[config.mk]
export PLATFORM = sky130hd
export DESIGN_NAME = conv_window_feeder
export DESIGN_NICKNAME = d
export VERILOG_FILES = /design/src/rtl/conv_window_feeder_pkg.sv /design/src/rtl/conv_line_buffer.sv /design/src/rtl/conv_window_feeder.sv
export SDC_FILE = /design/constraint.sdc
export NUM_CORES = 2
export LEC_CHECK = 0
export ABC_AREA = 1
export BUFFER_PORTS_ARGS = -buffer_cell sky130_fd_sc_hd__buf_2
export CORE_MARGIN = 4
export CORE_UTILIZATION = 41
export DETAILED_ROUTE_END_ITERATION = 6
export GPL_ROUTABILITY_DRIVEN = 0
export GPL_TIMING_DRIVEN = 0
export SLEW_MARGIN = 20
export SYNTH_ARGS = -nofsm -noshare
export SYNTH_HDL_FRONTEND = slang
export SYNTH_SLANG_ARGS = --single-unit
[constraint.sdc]
create_clock -name clk -period 14.65 [get_ports clk]
set_input_delay 0.7325 -clock clk [delete_from_list [all_inputs] [get_ports clk]]
set_output_delay 0.7325 -clock clk [all_outputs]
set_load 0.005 [all_outputs]
[src/rtl/conv_window_feeder_pkg.sv]
// Shared widths, window geometry and FSM encoding for the convolution window feeder.
package conv_window_feeder_pkg;

  localparam int unsigned PIX_W = 9;
  localparam int unsigned KER_W = 2;
  localparam int unsigned K     = 5;
  localparam int unsigned TAPS  = K * K;

  typedef enum logic [1:0] {
    StIdle   = 2'd0,
    StFill   = 2'd1,
    StStream = 2'd2,
    StDrain  = 2'd3
  } state_e;

endpackage

[src/rtl/conv_line_buffer.sv]
// One image row of delay: q_o is the pixel written DEPTH enabled cycles earlier.
module conv_line_buffer
  import conv_window_feeder_pkg::*;
#(
  parameter int unsigned DEPTH = 28
) (
  input  logic             clk,
  input  logic             en_i,
  input  logic [PIX_W-1:0] d_i,
  output logic [PIX_W-1:0] q_o
);

  // Storage is deliberately not reset; frame fill flushes stale contents.
  logic [PIX_W-1:0] mem_q [DEPTH];

  always_ff @(posedge clk) begin
    if (en_i) begin
      mem_q[0] <= d_i;
      for (int i = 1; i < int'(DEPTH); i++) begin
        mem_q[i] <= mem_q[i-1];
      end
    end
  end

  assign q_o = mem_q[DEPTH-1];

endmodule

[src/rtl/conv_window_feeder.sv]
// Streams raster pixels into a 5x5 sliding window backed by four line buffers, and tracks
// window/result timing for a fixed-latency downstream multiply-add tree.
module conv_window_feeder
  import conv_window_feeder_pkg::*;
#(
  parameter int unsigned IMG_W   = 28,
  parameter int unsigned IMG_H   = 28,
  parameter int unsigned LATENCY = 6
) (
  input  logic                    clk,
  input  logic                    rst_n,
  input  logic                    frame_start,
  input  logic [PIX_W-1:0]        pix_in,
  input  logic                    pix_valid,
  output logic                    pix_ready,
  input  logic [TAPS*KER_W-1:0]   kernel_in,
  input  logic                    kernel_load,
  output logic [TAPS*PIX_W-1:0]   feature_out,
  output logic [TAPS*KER_W-1:0]   kernel_out,
  output logic                    win_valid,
  output logic                    res_valid,
  output logic                    frame_done
);

  localparam int unsigned ColW = $clog2(IMG_W);
  localparam int unsigned RowW = $clog2(IMG_H);
  localparam int unsigned DrnW = (LATENCY > 1) ? $clog2(LATENCY) : 1;

  localparam logic [ColW-1:0] LastCol     = ColW'(IMG_W - 1);
  localparam logic [ColW-1:0] FirstWinCol = ColW'(K - 1);
  localparam logic [RowW-1:0] LastRow     = RowW'(IMG_H - 1);
  localparam logic [RowW-1:0] LastFillRow = RowW'(K - 2);
  localparam logic [RowW-1:0] FirstWinRow = RowW'(K - 1);
  localparam logic [DrnW-1:0] LastDrn     = DrnW'(LATENCY - 1);

  state_e                        state_q, state_d;
  logic [RowW-1:0]               row_q, row_d;
  logic [ColW-1:0]               col_q, col_d;
  logic [DrnW-1:0]               drn_q, drn_d;
  logic                          win_valid_q, win_valid_d;
  logic                          frame_done_q, frame_done_d;
  logic [TAPS*KER_W-1:0]         kernel_q;
  logic [TAPS-1:0][PIX_W-1:0]    win_q, win_d;
  logic [LATENCY-1:0]            pipe_q, pipe_d;
  logic                          accept;

  logic [PIX_W-1:0] lb_in  [K-1];
  logic [PIX_W-1:0] lb_out [K-1];
  logic [PIX_W-1:0] col_in [K];

  assign pix_ready = (state_q == StFill) || (state_q == StStream);
  assign accept    = pix_valid && pix_ready;

  // Cascade: buffer j emits the pixel from j+1 rows above the incoming one.
  for (genvar j = 0; j < K - 1; j++) begin : g_lb
    if (j == 0) begin : g_head
      assign lb_in[j] = pix_in;
    end else begin : g_tail
      assign lb_in[j] = lb_out[j-1];
    end

    conv_line_buffer #(
      .DEPTH (IMG_W)
    ) u_line_buffer (
      .clk  (clk),
      .en_i (accept),
      .d_i  (lb_in[j]),
      .q_o  (lb_out[j])
    );
  end

  // Newest window column: row K-1 is the live pixel, row 0 the oldest buffered row.
  always_comb begin
    col_in[K-1] = pix_in;
    for (int r = 0; r < int'(K) - 1; r++) begin
      col_in[r] = lb_out[int'(K) - 2 - r];
    end
  end

  always_comb begin
    win_d = win_q;
    if (accept) begin
      for (int r = 0; r < int'(K); r++) begin
        for (int c = 0; c < int'(K); c++) begin
          if (c == int'(K) - 1) begin
            win_d[r*int'(K)+c] = col_in[r];
          end else begin
            win_d[r*int'(K)+c] = win_q[r*int'(K)+c+1];
          end
        end
      end
    end
  end

  always_comb begin
    state_d      = state_q;
    row_d        = row_q;
    col_d        = col_q;
    drn_d        = drn_q;
    frame_done_d = 1'b0;
    win_valid_d  = accept && (row_q >= FirstWinRow) && (col_q >= FirstWinCol);

    if (accept) begin
      if (col_q == LastCol) begin
        col_d = '0;
        row_d = row_q + 1'b1;
      end else begin
        col_d = col_q + 1'b1;
      end
    end

    unique case (state_q)
      StIdle: begin
        if (frame_start) begin
          state_d = StFill;
          row_d   = '0;
          col_d   = '0;
        end
      end
      StFill: begin
        if (accept && (col_q == LastCol) && (row_q == LastFillRow)) begin
          state_d = StStream;
        end
      end
      StStream: begin
        if (accept && (col_q == LastCol) && (row_q == LastRow)) begin
          state_d = StDrain;
          row_d   = '0;
          drn_d   = '0;
        end
      end
      StDrain: begin
        // Leaving here lines frame_done up with the last window's res_valid.
        if (drn_q == LastDrn) begin
          state_d      = StIdle;
          frame_done_d = 1'b1;
        end else begin
          drn_d = drn_q + 1'b1;
        end
      end
      default: state_d = StIdle;
    endcase
  end

  always_comb begin
    pipe_d    = pipe_q << 1;
    pipe_d[0] = win_valid_q;
  end

  always_ff @(posedge clk or negedge rst_n) begin
    if (!rst_n) begin
      state_q      <= StIdle;
      row_q        <= '0;
      col_q        <= '0;
      drn_q        <= '0;
      win_valid_q  <= 1'b0;
      frame_done_q <= 1'b0;
      kernel_q     <= '0;
      win_q        <= '0;
      pipe_q       <= '0;
    end else begin
      state_q      <= state_d;
      row_q        <= row_d;
      col_q        <= col_d;
      drn_q        <= drn_d;
      win_valid_q  <= win_valid_d;
      frame_done_q <= frame_done_d;
      win_q        <= win_d;
      pipe_q       <= pipe_d;
      if (kernel_load && (state_q == StIdle)) begin
        kernel_q <= kernel_in;
      end
    end
  end

  assign feature_out = win_q;
  assign kernel_out  = kernel_q;
  assign win_valid   = win_valid_q;
  assign res_valid   = pipe_q[LATENCY-1];
  assign frame_done  = frame_done_q;

endmodule

==> impl_metrics.csv <==
group,metric,value,unit
run_status,status,"finished clean",
yosys,syn_avg_cell_area,19.0,µm²
clocking,cts_post_setup_buffers_inserted,0,
sta,tightestPinTransition,0.851,ns
flow_run,timing.max_cap.violations,0,
sta,relSlewSlack,43.3,%
sta,skew,0.0229,ns
place,port_buffers,342,
yosys,synthesis.area,41700,µm²
hold_path,class_of_the_tightest_hold_or_removal_check,"input port to register",
floorplan,placementRows,116,
grt,global_route.overflow_total,0,
finish,commonest_non_fill_non_tap_cell_in_the_layout,"sky130_fd_sc_hd__edfxtp_1",
route,drcViolationCount,0,
sta,final-max-slew-violation-count,0,
worst_setup_path,critical_path_class,"register to register",
yosys,synth-seq-cells,1306,
worst_setup_path,required,14.97,ns
worst_setup_path,cp-end-kind,"register",
finish,n_fill_cell,8203,
sta,rsz0062_at_grt,"no",
yosys,yosysUniqueCellTypes,26,
finish,area_occupied_by_multi_input_gates,3590,µm²
pwr,p_per_area,219,nW/µm²
route,postRouteAntennaNets,0,
hold_path,hold_critical_path_depth,1,
route,drtIter0Drc,1794,
finish,flow.area_growth_from_synthesis,19.5,%
sta,setup_viol,0,
route,drt_wl_total,73500,µm
finish,post_route_cells_drive_above_1_share,23.3,%
pwr,cellLeakagePower,0.0178,µW
sta,fin_crit_sh,28.5,%
grt,met1_usage,20.3,%
place,dp.cells,3911,
clocking,cts_buffer_depth,3,
grt,number_of_antenna_violations_at_the_first_check_in_global_routing,2,
finish,most_used_cells_in_the_layout_excluding_fill_and_tap_cells,"sky130_fd_sc_hd__edfxtp_1 (1008), sky130_fd_sc_hd__nand2_1 (670), sky130_fd_sc_hd__buf_2 (379), sky130_fd_sc_hd__dfrtp_1 (298), sky130_fd_sc_hd__clkbuf_16 (138)",
yosys,synth.top_cell.area_share,72.5,%
clocking,worst_setup_hold_path_clk_slew,0.06,ns
floorplan,floorplan.core_area,101000,µm²
grt,gr-max-usage-layer,"met1",
grt,gr_layer_usage_met3,4.04,%
clocking,cts_resized,0,
yosys,yosysWarningCount,0,
floorplan,die-area,107000,µm²
grt,grt_pass1_vias,19500,
clocking,clk_latency,0.72,ns
floorplan,die_h,327,µm
grt,gr-usage-all-layers,13.6,%
floorplan,initial_standard_cell_utilization_of_the_core,41.5,%
finish,fin_cells,4159,
pwr,worst_ir_drop_vdd,162,µV
finish,register_area,37700,µm²
floorplan,ioPinCount,343,
sta,holdWs,0.223,ns
worst_setup_path,worst-endpoint-arrival,4.49,ns
route,viasPerCell,4.71,
place,hpwl,45300,µm
yosys,syn-instance-count,2202,
sta,achievable-frequency,240,MHz
clocking,clock_sinks,1306,
clocking,tritoncts,"done",
floorplan,die_x,327,µm
clocking,cts-root-buf,"sky130_fd_sc_hd__clkbuf_16",
worst_setup_path,critPathLaunchType,"register",
yosys,synth.largest_area_cell,"sky130_fd_sc_hd__edfxtp_1",
grt,globalRouteMet2Util,19.0,%
clocking,cts-buffers-inserted,133,
worst_setup_path,worst_r2r_path_depth,9,
route,detail_route.first_pass.iterations,5,
route,post_drt_wl_per_cell,17.7,µm
yosys,synth_seq_area_share,90.4,%
sta,min_period,4.17,ns
finish,layout.nets,2764,
route,route.vias.total,19600,
yosys,syn_nets,2276,
worst_setup_path,cp_max_fo,152,
yosys,synth_area_leaders,"sky130_fd_sc_hd__edfxtp_1 (73%), sky130_fd_sc_hd__dfrtp_1 (18%), sky130_fd_sc_hd__nand2_1 (6.0%)",
grt,grt_start_max_net_pins,153,
grt,first_pass_grt_wire_length,114000,µm
clocking,htreeDepth,4,
sta,hold_viol,0,
## cells by family after synthesis
group                    Yosys count  share of synthesized area [%]
adder cells (fa/ha/maj)           10                          0.300
AO/OA/AOI/OAI                     31                          0.399
buffers and inverters             95                          0.989
AND/OR/NAND/NOR                  707                           6.50
multiplexers                      50                           1.35
XOR/XNOR                           3                         0.0630
flip-flops                      1306                           90.4
## power by group
| group | leakage, µW | internal, µW | switching (µW) |
|---|---|---|---|
| Combinational | 0.00425 | 582 | 1330 |
| Clock | 0.00217 | 1960 | 1390 |
| Sequential | 0.0114 | 5220 | 423 |
| Total | 0.0178 | 7760 | 3140 |
## layout make-up
class                           instances  share of cell area, %
Sequential cell                      1306                   75.6
Buffer                                 55                  0.557
Clock buffer                          195                   7.75
Tap cell                             1357                   3.40
Clock inverter                         51                   1.14
Antenna cell                            1                0.00502
Timing Repair Buffer                  353                   4.02
Inverter                               40                  0.301
Multi-Input combinational cell        801                   7.21
## final timing paths
path / start / endpoint / slack, ns
setup / recovery: state_q[0] / g_lb[3].u_line_buffer.mem_q[2][8] / 10.48
hold / removal: pix_in[1] / g_lb[0].u_line_buffer.mem_q[0][1] / 0.22
setup reg to reg: state_q[0] / g_lb[3].u_line_buffer.mem_q[2][8] / 10.48
hold reg to reg: pipe_q[3] / pipe_q[4] / 0.34
max in group asynchronous: rst_n / feature_out[166] / 13.32
min in group asynchronous: rst_n / frame_done / 0.49
## critical path, stage by stage (launching register included)
cell and delay [ns]:
sky130_fd_sc_hd__dfrtp_1 0.40, sky130_fd_sc_hd__inv_1 0.09, sky130_fd_sc_hd__ha_1 0.37, sky130_fd_sc_hd__nand2_2 0.22, sky130_fd_sc_hd__inv_2 0.20, sky130_fd_sc_hd__buf_6 0.27
sky130_fd_sc_hd__buf_12 0.37, sky130_fd_sc_hd__buf_16 0.53, sky130_fd_sc_hd__buf_16 0.52, sky130_fd_sc_hd__buf_16 0.50
## per-layer routing
| layer | wire length (µm) | vias up | part of all wire [%] |
|---|---|---|---|
| met1 | 33800 | 9901 | 46 |
| met3 | 6580 | 145 | 9.0 |
| met4 | 2000 | 0 | 2.7 |
| met2 | 31200 | 731 | 42 |
| met5 | 0 | - | 0 |
| li1 | - | 8801 | - |
## repair_timing
action	in CTS	in global routing
hold endpoints to repair	24	0
hold buffers	1	0
endpoints found under the setup margin	0	0
## synthesized netlist by cell type
master and instances:
sky130_fd_sc_hd__nand3_4 1, sky130_fd_sc_hd__nand3_1 7, sky130_fd_sc_hd__dfrtp_1 298, sky130_fd_sc_hd__buf_2 39, sky130_fd_sc_hd__nor3_1 3, sky130_fd_sc_hd__edfxtp_1 1008
sky130_fd_sc_hd__nand2_1 670, sky130_fd_sc_hd__xor2_1 3, sky130_fd_sc_hd__nand4_1 2, sky130_fd_sc_hd__inv_2 3, sky130_fd_sc_hd__a211oi_1 2, sky130_fd_sc_hd__mux2_2 50
sky130_fd_sc_hd__o21bai_1 1, sky130_fd_sc_hd__clkbuf_1 13, sky130_fd_sc_hd__buf_1 2, sky130_fd_sc_hd__o21ai_0 24, sky130_fd_sc_hd__o21ai_2 1, sky130_fd_sc_hd__a21oi_1 3
sky130_fd_sc_hd__inv_1 37, sky130_fd_sc_hd__nor2_2 3, sky130_fd_sc_hd__nor2_1 17, sky130_fd_sc_hd__ha_1 10, sky130_fd_sc_hd__nor2_4 1, sky130_fd_sc_hd__nand2_2 2
sky130_fd_sc_hd__nor3b_2 1, sky130_fd_sc_hd__buf_6 1
## registers in the layout (all words and copies together), names as in the netlist, 2 cells and up
| signal | cells |
|---|---|
| col_q | 5 |
| row_q | 5 |
| kernel_out | 50 |
| g_lb.u_line_buffer.mem_q | 1008 |
| pipe_q | 6 |
| feature_out | 225 |
| drn_q | 3 |
| state_q | 2 |
## per-stage QoR
step                      power [µW]  util (%)  cell area, µm²  setup slack [ns]   TNS, ns
final                          10900      49.6           49900             10.48         0
after global routing           11500      49.6           49900             10.19         0
after CTS                      11100      49.6           49900             10.36         0
after detailed placement        7660      45.2           45400             10.36         0
after global placement          8290      44.9           45100             -2.93  -2868.70
after floorplan                 7240         -           41700              1.15         0
(Power assumes the default switching activity.)
